### src/rtl/regfile_wr_arbiter.sv
// Register file write-port arbiter: clears every register (addresses 1..2**RWIDTH-1) after reset
// or on request, then round-robins writebacks from two requesters onto one registered write port.
module regfile_wr_arbiter #(
    parameter int unsigned RWIDTH = 6,
    parameter int unsigned DWIDTH = 32
) (
    input  logic              clk,
    input  logic              rst_n,
    input  logic              clr_req,
    input  logic              a_valid,
    input  logic [RWIDTH-1:0] a_addr,
    input  logic [DWIDTH-1:0] a_data,
    output logic              a_ready,
    input  logic              b_valid,
    input  logic [RWIDTH-1:0] b_addr,
    input  logic [DWIDTH-1:0] b_data,
    output logic              b_ready,
    output logic              we,
    output logic [RWIDTH-1:0] wa,
    output logic [DWIDTH-1:0] wd,
    output logic              busy
);

    typedef enum logic [0:0] {StClear, StRun} state_e;

    localparam logic [RWIDTH-1:0] CntMax = '1;
    localparam logic [RWIDTH-1:0] CntOne = RWIDTH'(1);
    localparam logic              LgA    = 1'b0;
    localparam logic              LgB    = 1'b1;

    state_e            state_q, state_d;
    logic [RWIDTH-1:0] cnt_q, cnt_d;
    logic              lg_q, lg_d;
    logic              we_q, we_d;
    logic [RWIDTH-1:0] wa_q, wa_d;
    logic [DWIDTH-1:0] wd_q, wd_d;

    // State register and registered write port
    always_ff @(posedge clk) begin
        if (!rst_n) begin
            state_q <= StClear;
            cnt_q   <= CntOne;
            lg_q    <= LgB;
            we_q    <= 1'b0;
            wa_q    <= '0;
            wd_q    <= '0;
        end else begin
            state_q <= state_d;
            cnt_q   <= cnt_d;
            lg_q    <= lg_d;
            we_q    <= we_d;
            wa_q    <= wa_d;
            wd_q    <= wd_d;
        end
    end

    // Next-state logic
    always_comb begin
        state_d = state_q;
        unique case (state_q)
            StClear: if (cnt_q == CntMax) state_d = StRun;
            StRun:   if (clr_req)         state_d = StClear;
            default: state_d = StClear;
        endcase
    end

    // Outputs and datapath next values
    always_comb begin
        a_ready = 1'b0;
        b_ready = 1'b0;
        cnt_d   = cnt_q;
        lg_d    = lg_q;
        we_d    = 1'b0;
        wa_d    = wa_q;
        wd_d    = wd_q;
        unique case (state_q)
            StClear: begin
                we_d  = 1'b1;
                wa_d  = cnt_q;
                wd_d  = '0;
                cnt_d = (cnt_q == CntMax) ? CntOne : cnt_q + CntOne;
            end
            StRun: begin
                if (clr_req) begin
                    cnt_d = CntOne;
                end else if (rst_n) begin
                    // On a tie the requester that did not win last time goes first
                    a_ready = a_valid && (!b_valid || (lg_q == LgB));
                    b_ready = b_valid && (!a_valid || (lg_q == LgA));
                    if (a_ready) begin
                        lg_d = LgA;
                        if (a_addr != '0) begin
                            we_d = 1'b1;
                            wa_d = a_addr;
                            wd_d = a_data;
                        end
                    end else if (b_ready) begin
                        lg_d = LgB;
                        if (b_addr != '0) begin
                            we_d = 1'b1;
                            wa_d = b_addr;
                            wd_d = b_data;
                        end
                    end
                end
            end
            default: ;
        endcase
    end

    assign busy = (state_q == StClear);
    assign we   = we_q;
    assign wa   = wa_q;
    assign wd   = wd_q;

endmodule

### config.mk
export PLATFORM = sky130hd
export DESIGN_NAME = regfile_wr_arbiter
export DESIGN_NICKNAME = d
export VERILOG_FILES = /design/src/rtl/regfile_wr_arbiter.sv
export SDC_FILE = /design/constraint.sdc
export NUM_CORES = 1
export LEC_CHECK = 0
export CAP_MARGIN = 20
export CORE_MARGIN = 2
export CORE_UTILIZATION = 42
export CTS_CLUSTER_DIAMETER = 50
export DETAILED_ROUTE_END_ITERATION = 7
export PLACE_DENSITY = 0.82
export SLEW_MARGIN = 30
export SYNTH_ARGS = -nofsm -noshare
export SYNTH_HDL_FRONTEND = slang
export SYNTH_SLANG_ARGS = --single-unit
### constraint.sdc
create_clock -name clk -period 2.24 [get_ports clk]
set_clock_uncertainty 0.2 [all_clocks]
set_input_delay 0.336 -clock clk [delete_from_list [all_inputs] [get_ports clk]]
set_output_delay 0.336 -clock clk [all_outputs]
set_load 0.02 [all_outputs]
Word level (Yosys, flattened, before mapping)
Index checks and enable logic that the tools add are counted.

Register bits: 47. Input bits: 81. Output and inout port bits: 42. Word-level logic and storage cells: 59.

Add/sub/neg operators: 1. Equal/unequal tests: 6. Multiplexer cells: 32. Bitwise operators: 3. Reduce and logical (&&, ||, !) cells: 11.

Operators by type and width (count): 32-bit two-way mux (5); 32-bit one-hot mux with 2 select lines (1); 6-bit two-way mux (7); 6-bit one-hot mux with 2 select lines (2); 1-bit two-way mux (15); 6-bit nonzero test (2); 6-bit by 1-bit adder with 6-bit output, second input constant (1); 6-bit equality test, second input constant (1); 3-bit by 1-bit != test with 1-bit output, second input constant (2); 2-bit != test, second input constant (2); 1-bit one-hot mux with 2 select lines (2); 4-bit AND reduction (1); 3-bit by 2-bit != test with 1-bit output, second input constant (1); 1-bit inverter (3); 3-bit AND reduction (1); 1-bit logical AND (2); 1-bit logical NOT (2); 1-bit logical OR (2); 2-bit nonzero test (1).

Depth between registers and ports, before layout
Depth in word-level cells: 7. Depth in mapped cells: 7. Mapped depth without buffers: 4.

Least setup slack after synthesis
No wires, ideal clock.

Kind: register to output. Start point: register state_q. End point: output a_ready. Data arrival time: 1260 ps. Data required time: 1704 ps. Setup slack: 444 ps. Cell stages (with the launch flop): 4. Path buffers: 0. Cell sequence: dfxtp_1 -> nor2b_1 -> nand2_1 -> nor3_1.

Cells in the longest elaborated chain, start to end: 1.

Ends and longest elaborated chain: start, declared (RTL line 31) `state_e state_q, state_d;`; start signal, assigned (RTL line 41) `state_q <= StClear;`; start signal, assigned (RTL line 48) `state_q <= state_d;`; 1-bit two-way mux (RTL line 76) `unique case (state_q)`; end, declared (RTL line 13) `output logic a_ready,`.

No other way between the ends.

Final worst setup path
Start point: input b_addr[1]. End point: register wa_q[1] (netlist: wa[1]).

Cells in the longest elaborated chain, start to end: 5. Elaborated cells between the ends (all ways): 8. Those cells by class: 1 x eq/ne; 5 x mux; 2 x reduce/logical.

Ends and longest elaborated chain: start, declared (RTL line 15) `input logic [RWIDTH-1:0] b_addr,`; 6-bit two-way mux (RTL line 99) `if (b_addr != '0) begin`; 6-bit two-way mux (RTL line 97) `end else if (b_ready) begin`; 6-bit two-way mux (RTL line 90) `if (a_ready) begin`; 6-bit two-way mux (RTL line 84) `if (clr_req) begin`; 6-bit one-hot mux with 2 select lines (RTL line 76); end signal, assigned (RTL line 52) `wa_q <= wa_d;`; end, declared (RTL line 35) `logic [RWIDTH-1:0] wa_q, wa_d;`.

Several ways; a longest one is shown, not always the timed one. The select of a mux whose other input is x is not followed. A chain may end at the register's enable or synchronous reset.

==> flow_summary.ini <==
[place]
io_buffers = 122
hpwl_um = 5350
gp_congestion = 0.831
dp_slack_ns = -0.200

[outcome]
status = finished clean

[cells_and_area]
antenna_cells = 0
layout_common_cells = clkdlybuf4s50_1, nand2_1, dfxtp_1
layout_commonest_cell = clkdlybuf4s50_1
nets = 525
syn_to_final_growth_pct = 55.5
drive_above_1_share = 0.0811

[critical_path]
crit_path_start_kind = primary input
cp.required_ns = 2.27
crit-reg2reg-launch = lg_q$_SDFFE_PN1P_
cp_top_family = buffers and inverters
path_class = in -> reg
setup.worst_path.start = b_addr[1]
critPathMaxStageDelay_ns = 0.42
critPathBufInv = 3
cp.arrival_ns = 2.20
critPathMaxFanout = 23
cp_slowest_cell = clkdlybuf4s50_1
crit_path_end_kind = flop
worstPathCellList = clkdlybuf4s50_1 -> nor4_1 -> buf_4 -> a211oi_1 -> a211oi_4 -> buf_12 -> mux2i_1

[sta]
setup_viol = 0
whs_ns = 0.183
fmax_mhz = 460
hold_violations = 0
layout_worst_path_cycle_share = 0.970
tightestPinTransition_ns = 0.520
setup_tns_ns = 0
maxSlewViolCount = 0
setup_slack_ns = 0.0670
max_slew_margin = 0.653
period_minus_slack_ns = 2.17
rsz0062_at_grt = no

[grt]
grt_usage = 0.204
grt_pass1_wl_um = 11900
grt_max_degree = 71
globalRoute.totalOverflow = 0
grt_antenna_before_repair = 1
grt_pass1_vias = 2527

[synth]
ys_ff_latch = 47
syn_area_um2 = 2650
synth_nets = 410
syn_area_per_cell_um2 = 8.08
synthCells = 328
synth.distinct_cells = 32
ys.warnings.count = 0
ys_seq_area_frac = 0.355

[power]
clkPwrFrac = 0.361
p_sw_frac = 0.231
power.leakage_uw = 0.00149
p_int_uw = 1370
power_frac_seq = 0.483
power_density_nw_per_um2 = 431
power_switching_uw = 410
p_comb_frac = 0.155
ir_drop_mv = 0.302
p_total_uw = 1780

[route]
vias = 2746
drtAntennaViolNets = 0
avgRoutedWirePerCell_um = 14.0
wirelength_um = 7260
drt-initial-drc-count = 111
drc = 0
via_per_inst = 5.29
dr.pass1.iters = 4

[clocking]
cts.repair.resized = 2
clk_path_buf_depth = 2
htree_levels = 2
numCtsBuffers = 5
cts_tree = yes
cts-root-buf = clkbuf_8
cts.sinks = 47
clock_latency_ns = 0.30
cts_setup_buffers = 0
clk_pin_slew_ns = 0.10
holdBufCountCts = 0

[die]
die_h_um = 83.5
die_area_um2 = 6960
io_pins = 123
core_area_um2 = 6030
placementRows = 28
die_w_um = 83.5
start_util = 0.440

[min_path]
hold_path.class = in -> reg
hp-start = a_valid

[run]
cap_violations = 0
power by group through the flow:
stage | Clock (uW) | Combinational [uW] | Sequential [uW]
after floorplan | 0 | 100 | 879
after global placement | 0 | 271 | 877
after detailed placement | 0 | 276 | 878
after CTS | 654 | 277 | 858
after global routing | 690 | 299 | 861
final | 642 | 276 | 858
layer usage:
metal  GRT usage  share of wire  vias up
li1            -              -     1389
met5           0              0        -
met1       0.253           0.43     1248
met2       0.350           0.48      100
met4      0.0425          0.013        0
met3      0.0613          0.078        9
synth_stat cells:
library cell	count	area share
nand2_1	48	0.068
dfxtp_1	47	0.35
o21ai_0	46	0.087
mux2i_1	39	0.15
a21boi_0	35	0.099
and3_1	33	0.078
clkbuf_1	23	0.033
nand3_1	9	0.017
nor2_1	7	0.0099
a31o_2	6	0.020
buf_2	4	0.0076
a31oi_1	3	0.0071
and2_1	3	0.0071
nor2b_1	3	0.0071
buf_1	2	0.0028
nand2b_1	2	0.0047
nor3_1	2	0.0038
nor4_1	2	0.0047
a211oi_1	1	0.0028
a211oi_2	1	0.0047
a21bo_1	1	0.0038
a21oi_1	1	0.0019
a41oi_1	1	0.0033
buf_4	1	0.0028
buf_6	1	0.0042
ha_1	1	0.0047
inv_1	1	0.0014
inv_2	1	0.0014
nand4_1	1	0.0024
o21a_1	1	0.0028
o2bb2ai_1	1	0.0033
or3_1	1	0.0024
worst register-to-register path, stage by stage, from the launching register on:
cell and delay [ns]:
dfxtp_1 0.34, nor2b_1 0.25, nor3_1 0.12, a211oi_4 0.38, buf_12 0.25, mux2i_1 0.23
final timing paths:
path	to	slack [ns]	depth (start not counted)
setup reg to reg	wa[1]$_SDFFE_PN0P_	0.40	5
hold reg to reg	wd[10]$_SDFFE_PN0P_	0.26	2
hold / removal	lg_q$_SDFFE_PN1P_	0.18	4
setup / recovery	wa[1]$_SDFFE_PN0P_	0.07	7
flip-flops by register name (all words and copies together), names as in the netlist:
register  cells
lg_q          1
we            1
state_q       1
wd           32
wa            6
cnt_q         6
area by class of cell:
class	count	area [um^2]
Fill cell	557	1900
Multi-Input combinational cell	248	1580
Timing Repair Buffer	139	1390
Sequential cell	47	941
Tap cell	75	93.8
Clock buffer	5	68.8
Clock inverter	3	46.3
Inverter	2	7.51
metrics by stage:
stage / util / cell area [um^2] / instances
detailed placement: 0.666 / 4010 / 511
global route: 0.684 / 4120 / 519
finish: 0.684 / 4120 / 519
floorplan: - / 2650 / 328
CTS: 0.684 / 4120 / 519
global placement: 0.666 / 4010 / 511
cell families (layout without fill, tap and decap cells):
| kind of cell | Yosys count | after routing | share of synthesized area |
|---|---|---|---|
| DFF | 47 | 47 | 0.355 |
| muxes | 39 | 39 | 0.147 |
| adders and majority gates | 1 | 1 | 0.00472 |
| buffers and inverters | 33 | 149 | 0.0529 |
| AOI/OAI and AO/OA | 97 | 97 | 0.235 |
| and+or+nand+nor | 111 | 111 | 0.205 |
Note: power is estimated with default switching activity, not from simulation.
